`src/rtl/shared_dff_arbiter_if.sv`:
```
// rtl/shared_dff_arbiter_if.sv - requester-side bus for the shared q/qb register arbiter
// The lock signal exists only when SHARED_DFF_LOCK_EN is defined.
interface shared_dff_arbiter_if #(
    parameter int NREQ  = 4,
    parameter int WIDTH = 8
) ();
    logic [NREQ-1:0]       req;
    logic [NREQ*WIDTH-1:0] wdata;
    logic                  clr;
`ifdef SHARED_DFF_LOCK_EN
    logic [NREQ-1:0]       lock;
`endif
    logic [NREQ-1:0]       gnt;
    logic [NREQ-1:0]       ack;
    logic [WIDTH-1:0]      q;
    logic [WIDTH-1:0]      qb;
    logic                  busy;

`ifdef SHARED_DFF_LOCK_EN
    modport master (output req, wdata, clr, lock, input gnt, ack, q, qb, busy);
    modport slave  (input req, wdata, clr, lock, output gnt, ack, q, qb, busy);
`else
    modport master (output req, wdata, clr, input gnt, ack, q, qb, busy);
    modport slave  (input req, wdata, clr, output gnt, ack, q, qb, busy);
`endif
endinterface

```
`src/rtl/shared_dff_arbiter.sv`:
```
// rtl/shared_dff_arbiter.sv - round-robin write arbiter and sequencer for one shared q/qb register
// Optional owner lock (back-to-back writes up to MAX_LOCK) is enabled by SHARED_DFF_LOCK_EN.
module shared_dff_arbiter #(
    parameter int               NREQ     = 4,
    parameter int               WIDTH    = 8,
    parameter logic [WIDTH-1:0] RST_VAL  = '0,
    parameter int               MAX_LOCK = 4
) (
    input  logic                 clk,
    input  logic                 reset,
    shared_dff_arbiter_if.slave  bus
);
    localparam int              PW     = $clog2(NREQ);
    localparam logic [PW:0]     NREQ_W = NREQ[PW:0];
    localparam logic [PW-1:0]   LAST   = PW'(NREQ - 1);

    typedef enum logic [1:0] {IDLE, GRANT, ACK} state_t;

    state_t           state, state_nxt;
    logic [NREQ-1:0]  gnt_r, gnt_nxt;
    logic [NREQ-1:0]  ack_r, ack_nxt;
    logic [WIDTH-1:0] q_r, q_nxt;
    logic [PW-1:0]    ptr, ptr_nxt;
    logic [PW-1:0]    owner, owner_nxt;
    logic [PW-1:0]    win;
    logic [PW:0]      sum;
    logic             found;
`ifdef SHARED_DFF_LOCK_EN
    localparam int            CW         = $clog2(MAX_LOCK + 1);
    localparam logic [CW-1:0] MAX_LOCK_W = CW'(MAX_LOCK);
    logic [CW-1:0]    cnt, cnt_nxt;
`endif

    always_comb begin
        state_nxt = state;
        gnt_nxt   = gnt_r;
        ack_nxt   = '0;
        q_nxt     = q_r;
        ptr_nxt   = ptr;
        owner_nxt = owner;
`ifdef SHARED_DFF_LOCK_EN
        cnt_nxt   = cnt;
`endif
        win       = ptr;
        found     = 1'b0;
        sum       = '0;

        // First requester at or above the pointer, wrapping modulo NREQ
        for (int k = 0; k < NREQ; k++) begin
            sum = {1'b0, ptr} + k[PW:0];
            if (sum >= NREQ_W) sum = sum - NREQ_W;
            if (!found && bus.req[sum[PW-1:0]]) begin
                found = 1'b1;
                win   = sum[PW-1:0];
            end
        end

        case (state)
            IDLE: begin
                if (found) begin
                    gnt_nxt      = '0;
                    gnt_nxt[win] = 1'b1;
                    owner_nxt    = win;
`ifdef SHARED_DFF_LOCK_EN
                    cnt_nxt      = '0;
`endif
                    state_nxt    = GRANT;
                end
            end
            GRANT: begin
                gnt_nxt   = '0;
                state_nxt = IDLE;
                if (!bus.clr && bus.req[owner]) begin
                    q_nxt          = bus.wdata[owner*WIDTH +: WIDTH];
                    ack_nxt[owner] = 1'b1;
                    ptr_nxt        = (owner == LAST) ? '0 : owner + 1'b1;
`ifdef SHARED_DFF_LOCK_EN
                    cnt_nxt        = cnt + 1'b1;
`endif
                    state_nxt      = ACK;
                end
            end
            ACK: begin
                state_nxt = IDLE;
`ifdef SHARED_DFF_LOCK_EN
                // Locked owner re-enters GRANT directly; ptr already points past it for resumption
                if (bus.req[owner] && bus.lock[owner] && cnt < MAX_LOCK_W) begin
                    gnt_nxt[owner] = 1'b1;
                    state_nxt      = GRANT;
                end
`endif
            end
            default: state_nxt = IDLE;
        endcase

        if (bus.clr) q_nxt = RST_VAL;
    end

    always_ff @(posedge clk or negedge reset) begin
        if (!reset) begin
            state <= IDLE;
            gnt_r <= '0;
            ack_r <= '0;
            q_r   <= RST_VAL;
            ptr   <= '0;
            owner <= '0;
`ifdef SHARED_DFF_LOCK_EN
            cnt   <= '0;
`endif
        end else begin
            state <= state_nxt;
            gnt_r <= gnt_nxt;
            ack_r <= ack_nxt;
            q_r   <= q_nxt;
            ptr   <= ptr_nxt;
            owner <= owner_nxt;
`ifdef SHARED_DFF_LOCK_EN
            cnt   <= cnt_nxt;
`endif
        end
    end

    assign bus.gnt  = gnt_r;
    assign bus.ack  = ack_r;
    assign bus.q    = q_r;
    assign bus.qb   = ~q_r;
    assign bus.busy = (state != IDLE);
endmodule

```
`src/flat_wrapper.sv`:
```
// flat-port wrapper written by rule: the top's interface ports become plain ports
module shared_dff_arbiter_flat 
#(
    parameter int               NREQ     = 4,
    parameter int               WIDTH    = 8,
    parameter logic [WIDTH-1:0] RST_VAL  = '0,
    parameter int               MAX_LOCK = 4
)
  (clk, reset, bus_req, bus_wdata, bus_clr, bus_gnt, bus_ack, bus_q, bus_qb, bus_busy);
  shared_dff_arbiter_if #(.NREQ(NREQ), .WIDTH(WIDTH)) bus_i ();
  input  logic clk;
  input  logic reset;
  input wire logic [$bits(bus_i.req)-1:0] bus_req;
  input wire logic [$bits(bus_i.wdata)-1:0] bus_wdata;
  input wire logic [$bits(bus_i.clr)-1:0] bus_clr;
  output wire logic [$bits(bus_i.gnt)-1:0] bus_gnt;
  output wire logic [$bits(bus_i.ack)-1:0] bus_ack;
  output wire logic [$bits(bus_i.q)-1:0] bus_q;
  output wire logic [$bits(bus_i.qb)-1:0] bus_qb;
  output wire logic [$bits(bus_i.busy)-1:0] bus_busy;
  assign bus_i.req = bus_req;
  assign bus_i.wdata = bus_wdata;
  assign bus_i.clr = bus_clr;
  assign bus_gnt = bus_i.gnt;
  assign bus_ack = bus_i.ack;
  assign bus_q = bus_i.q;
  assign bus_qb = bus_i.qb;
  assign bus_busy = bus_i.busy;
  shared_dff_arbiter #(.NREQ(NREQ), .WIDTH(WIDTH), .RST_VAL(RST_VAL), .MAX_LOCK(MAX_LOCK)) u_core (.clk(clk), .reset(reset), .bus(bus_i));
endmodule
```
`config.mk`:
```
export PLATFORM = sky130hd
export DESIGN_NAME = shared_dff_arbiter_flat
export DESIGN_NICKNAME = d
export VERILOG_FILES = /design/src/rtl/shared_dff_arbiter_if.sv /design/src/rtl/shared_dff_arbiter.sv /design/src/flat_wrapper.sv
export SDC_FILE = /design/constraint.sdc
export NUM_CORES = 1
export LEC_CHECK = 0
export CAP_MARGIN = 10
export CORE_MARGIN = 5
export CORE_UTILIZATION = 36
export DETAILED_ROUTE_END_ITERATION = 7
export GPL_ROUTABILITY_DRIVEN = 1
export PLACE_DENSITY = 0.76
export SLEW_MARGIN = 20
export SYNTH_ARGS = -nofsm -noshare
export SYNTH_HDL_FRONTEND = slang
export SYNTH_SLANG_ARGS = --single-unit
```
`constraint.sdc`:
```
create_clock -name clk -period 1.62 [get_ports clk]
set_input_delay 0.324 -clock clk [delete_from_list [all_inputs] [get_ports clk]]
set_output_delay 0.324 -clock clk [all_outputs]
set_load 0.05 [all_outputs]
```
* Word level (Yosys, flattened, before mapping)
Index checks and enable logic that the tools add are counted.
** Word-level totals
- Logic and storage cells :: 87
- Register bits after elaboration :: 22
- Bits of input ports :: 39
- Output and inout port bits :: 25
** Cells by class
- $add $sub $neg :: 8
- Magnitude comparators :: 12
- Eq/ne operators :: 3
- Reductions and logical operators :: 19
- Bitwise logic cells :: 1
- Shift-type cells :: 1
- Mux-type cells :: 37
** Operator list (count)
- 32-bit by 6-bit variable part select with 8-bit output :: 1
- 8-bit 2-to-1 mux :: 3
- 2-bit 2-to-1 mux :: 11
- 2-bit by 3-bit less-than comparator with 1-bit output, second input constant :: 6
- 4-bit 2-to-1 mux :: 3
- 1-bit 2-to-1 mux :: 11
- 1-bit binary-select mux with 2-bit select :: 5
- 3-bit greater-or-equal comparator, second input constant :: 3
- 8-bit inverter :: 1
- 4-bit one-hot mux with 2 select lines :: 1
- 2-bit AND reduction :: 4
- 2-bit nonzero test :: 4
- 2-bit by 1-bit subtractor with 2-bit output, second input constant :: 4
- 2-bit by 2-bit adder with 3-bit output, second input constant :: 2
- 1-bit logical AND :: 6
- 1-bit demux with 2-bit select :: 2
- 2-bit by 1-bit greater-or-equal comparator with 1-bit output, second input constant :: 2
- 1-bit zero test :: 4
- 2-bit one-hot mux with 2 select lines :: 1
- 2-bit by 1-bit adder with 3-bit output, second input constant :: 1
- 2-bit by 3-bit greater-or-equal comparator with 1-bit output, second input constant :: 1
- 2-bit by 1-bit adder with 2-bit output, second input constant :: 1
- 2-bit by 1-bit equality test with 1-bit output, second input constant :: 1
- 2-bit equality test, second input constant :: 1
- 2 further kinds :: 2

* Longest topological paths before layout
- Depth after elaboration :: 20
- Depth in mapped cells :: 5
- Gate-level depth less buffers :: 4

* Worst setup path before layout
OpenSTA, ideal clock, no wires.
- Kind :: register to register
- Start point :: register u_core.owner[0]
- End point :: register u_core.ptr[0]
- Library setup time :: 0.125 ns
- Slack :: -0.014 ns
- Clock period less this slack :: 1.634 ns
- Data required time :: 1.495 ns
- Path buffers :: 1
- Stages on the path, launching flop included :: 6
- Arrival time :: 1.509 ns
- Cells stage by stage :: dfrtp_1 mux4_2 nand3b_2 buf_12 nor2_8 mux2_4
** Between the ends
- Cells in the longest elaborated chain, start to end :: 4
- Elaborated cells on any way between the ends :: 7
- Classes of those cells :: 1 x add/sub; 1 x eq/ne; 3 x mux; 2 x reduce/logical
** RTL lines
- start: declaration :: line shared_dff_arbiter.sv:24 : logic [PW-1:0] owner, owner_nxt;
- start signal: assignment :: line shared_dff_arbiter.sv:116 : owner <= owner_nxt;
- 1-bit binary-select mux with 2-bit select :: line shared_dff_arbiter.sv:73 : if (!bus.clr && bus.req[owner]) begin
- 1-bit 2-to-1 mux (not written as such) :: line shared_dff_arbiter.sv:73
- 1-bit logical AND :: line shared_dff_arbiter.sv:73
- 2-bit AND reduction (no source line)
- end signal: assignment :: line shared_dff_arbiter.sv:115 : ptr <= ptr_nxt;
- end: declaration :: line shared_dff_arbiter.sv:23 : logic [PW-1:0] ptr, ptr_nxt;
Several ways; a longest one is shown, not always the timed one. The select of a mux whose other input is x is not followed.
A chain may end at the register's enable or synchronous reset.

* Worst setup path after layout
- Start point :: register u_core.owner[0]
- End point :: register u_core.q_r[0] (netlist: u_core.bus.q[0])
** Between the ends
- Cells in the longest elaborated chain, start to end :: 5
- Elaborated cells on any way between the ends :: 9
- Classes of those cells :: 1 x shift; 5 x mux; 3 x reduce/logical
** RTL lines
- branches (longest 5 deep; another with 32-bit by 6-bit variable part select with 8-bit output)
- end signal: assignment :: line shared_dff_arbiter.sv:114 : q_r <= q_nxt;
- end: declaration :: line shared_dff_arbiter.sv:22 : logic [WIDTH-1:0] q_r, q_nxt;
Parallel ways; which one is timed is not known. The select of a mux whose other input is x is not followed.

==> flow_summary_export.csv <==
group,metric,value,unit
worst_setup_path,cpPeakStageDelay,0.55,ns
pwr,intPower,1.929,mW
grt,grt_pass1_vias,1195,
grt,antenna_found_initial,0,
die,dieArea,4832,sq um
clock_network,htree_num_levels,1,
finish,multi_input_area,655.6,sq um
placed_design,gp_congestion,0.8128,
sta,hold_violations,0,
worst_setup_path,cp_max_fo,8,
worst_setup_path,cp.depth,5,
hold_path,hp-class,"in -> async",
placed_design,dpl.hpwl,2.869,mm
clock_network,cts_sinks,22,
job,drv_cap,0,
worst_setup_path,crit_family,"multiplexers",
pwr,pwr_density_cell,1736,nW/um^2
clock_network,cts_tree,"done",
die,start_util,37.62,%
worst_setup_path,reg2reg_slack,0.03,ns
worst_setup_path,cp.required,1.81,ns
synth,yosys_warnings,0,
synth,synth_area_per_cell,12.26,sq um
synth,synth_top_area_share,43.18,%
detailed_routing,dr.pass1.iters,4,
worst_setup_path,worstReg2RegEnd,"u_core.bus.q[0]",
pwr,sequentialPowerShare,24.8,%
finish,area_delta_synth_final,63.59,%
sta,fmax,627.9,MHz
worst_setup_path,arrival,1.78,ns
sta,rsz0062_at_grt,"true",
sta,post-route-period-util,98.31,%
worst_setup_path,critical_path_class,"reg -> reg",
grt,grt_pass1_wl,5.968,mm
finish,layout_common_cells,"clkdlybuf4s50_1, buf_4, dfrtp_1",
finish,drive_gt1_share,32.39,%
finish,fin_nets,221,
finish,mostFrequentLayoutCell,"clkdlybuf4s50_1",
finish,fill_cells,260,
pwr,p_sw,1.691,mW
die,core_region_area,3390,sq um
die,fp.dieH,69.51,um
worst_setup_path,crit_path_cell_trace,"mux4_2 -> nand3b_4 -> buf_12 -> mux2i_1 -> nor2_1",
worst_setup_path,reg2regPathDepth,5,
clock_network,ctsRootBufferMaster,"clkbuf_4",
sta,slew_viol_final,0,
detailed_routing,dr.first_iter.drc_count,40,
synth,yosysTopAreaCell,"dfrtp_1",
sta,slew_headroom,82.25,%
grt,grt_max_degree,23,
pwr,power,3.621,mW
detailed_routing,drc,0,
synth,ys_types,31,
synth,ys_seq_area_share,43.18,%
pwr,power_leakage,1.024,nW
pwr,p_comb_share,68.9,%
detailed_routing,wire_per_inst,15.51,um
synth,syn_inst,104,
die,fp.dieW,69.51,um
synth,syn_nets,147,
die,pin_count,64,
finish,regArea,550.5,sq um
clock_network,clkTransAtPathRegs,0.11,ns
synth,synth-seq-cells,22,
clock_network,clk_latency,0.29,ns
grt,overflow,0,
die,placementRows,21,
clock_network,clk_path_buf_depth,2,
synth,synth.top_cells.by_area,"dfrtp_1, mux4_2, mux2i_1, ha_1, mux2_4",
pwr,power_frac_clock,6.3,%
worst_setup_path,slowest_stage,"mux4_2",
sta,fin_skew,0.003515,ns
sta,tightest_slew,0.2651,ns
worst_setup_path,endpoint_kind,"flop",
grt,grt_use_total,15.33,%
clock_network,numCtsBuffers,3,
detailed_routing,vias_per_cell,4.910,
pwr,ir_worst_vdd,0.0008873,V
placed_design,portBuffers,63,
finish,num_antenna_cells,0,
detailed_routing,final_antenna_net_count,0,
worst_setup_path,worstSetupStartpointType,"flop",
worst_setup_path,path_buf_inv,1,
synth,syn_area,1275,sq um
worst_setup_path,r2r-start,"u_core.owner[0]",
detailed_routing,via_count,1090,
sta,setup_viol,0,
status,status,"finished clean",
finish,final_core_util,61.54,%
detailed_routing,routed_wl,3.443,mm
clock_network,cts_setup_buffers,0,
pwr,switching_share,46.71,%
sta,post-route-min-period,1.593,ns
==> layer usage <==
layer  part of all wire, %  vias up  global-route usage [%]
li1                      -      516                       -
met4                  0.70        0                   4.555
met5                     0        -                       0
met2                    49       56                   26.17
met1                    41      516                   18.14
met3                   9.2        2                   5.217
==> layout make-up <==
| type | count | share of cell area [%] |
|---|---|---|
| tap | 46 | 2.759 |
| timing repair buffer | 73 | 36.17 |
| multi-input combinational | 66 | 31.43 |
| inverter | 12 | 2.160 |
| clock buffer | 3 | 1.080 |
| sequential | 22 | 26.39 |
==> power groups by stage <==
stage,Sequential [mW],Combinational [mW],Clock (mW)
6_report,0.898,2.49,0.227
5_1_grt,0.933,2.65,0.255
4_1_cts,0.901,2.52,0.240
3_5_place_dp,0.905,2.50,0
3_3_place_gp,0.897,2.45,0
2_1_floorplan,1.29,1.21,0
==> timing repair <==
item,4_1_cts,5_1_grt
setup endpoints to repair,15,13
hold buffers,0,0
pin swaps,0,2
gates resized for setup,7,1
==> Yosys cell counts <==
cell type	instances
mux4_2	9
o31ai_2	1
or4_1	1
inv_2	1
o211ai_1	1
o211a_1	1
nor2_1	11
a21o_1	1
o22ai_1	1
nor2b_1	2
mux2i_1	8
and2b_1	1
ha_1	4
clkbuf_1	1
buf_2	1
a21oi_1	1
nand2_2	1
nand3b_2	1
buf_12	1
o21ai_0	3
o31ai_1	2
dfrtp_1	22
mux2_4	3
nand2_1	5
nor3_1	1
and2_1	4
nor2_8	1
a32o_1	2
buf_6	1
o21bai_1	1
inv_1	11
==> cells by family after synthesis <==
group,count (synthesis),share of synthesized area [%]
fa+ha+maj,4,3.926
flops,22,43.18
buf+inv,16,6.672
simple gates,28,12.17
compound gates,14,8.341
mux,20,25.71
==> worst reg2reg max path: stages (launching register included) <==
cell and delay (ns):
dfrtp_1 0.40, mux4_2 0.55, nand3b_4 0.15, buf_12 0.14, mux2i_1 0.19, nor2_1 0.07
==> sequential cells by signal, indices dropped and copies added, names as in the netlist <==
signal / flops
u_core.bus.ack: 4
u_core.bus.gnt: 4
u_core.bus.q: 8
u_core.owner: 2
u_core.ptr: 2
u_core.state: 2
==> worst max-delay path by stage <==
stage / from / to / slack [ns]
finish: u_core.owner[0] / u_core.bus.q[0] / 0.03
global placement: bus_req[0] / u_core.bus.q[6] / -0.32
detailed placement: bus_req[0] / u_core.bus.q[7] / -0.43
CTS: bus_req[3] / u_core.bus.q[7] / 0.001
global route: u_core.owner[0] / u_core.bus.q[7] / -0.08
floorplan: u_core.owner[0] / u_core.ptr[0] / -0.01
==> stage by stage <==
step	area [sq um]	cells	TNS, ns	setup WS (ns)	hold WS, ns
finish	2086	222	0	0.02743	0.3663
global route	2086	222	-0.3375	-0.07903	0.3913
CTS	2083	222	0	0.001371	0.3680
detailed placement	2048	219	-7.227	-0.4289	0.4835
global placement	2048	219	-5.453	-0.3229	0.4726
floorplan	1275	104	-0.02766	-0.01383	0.02841
Power figures use the tool's default switching activity.
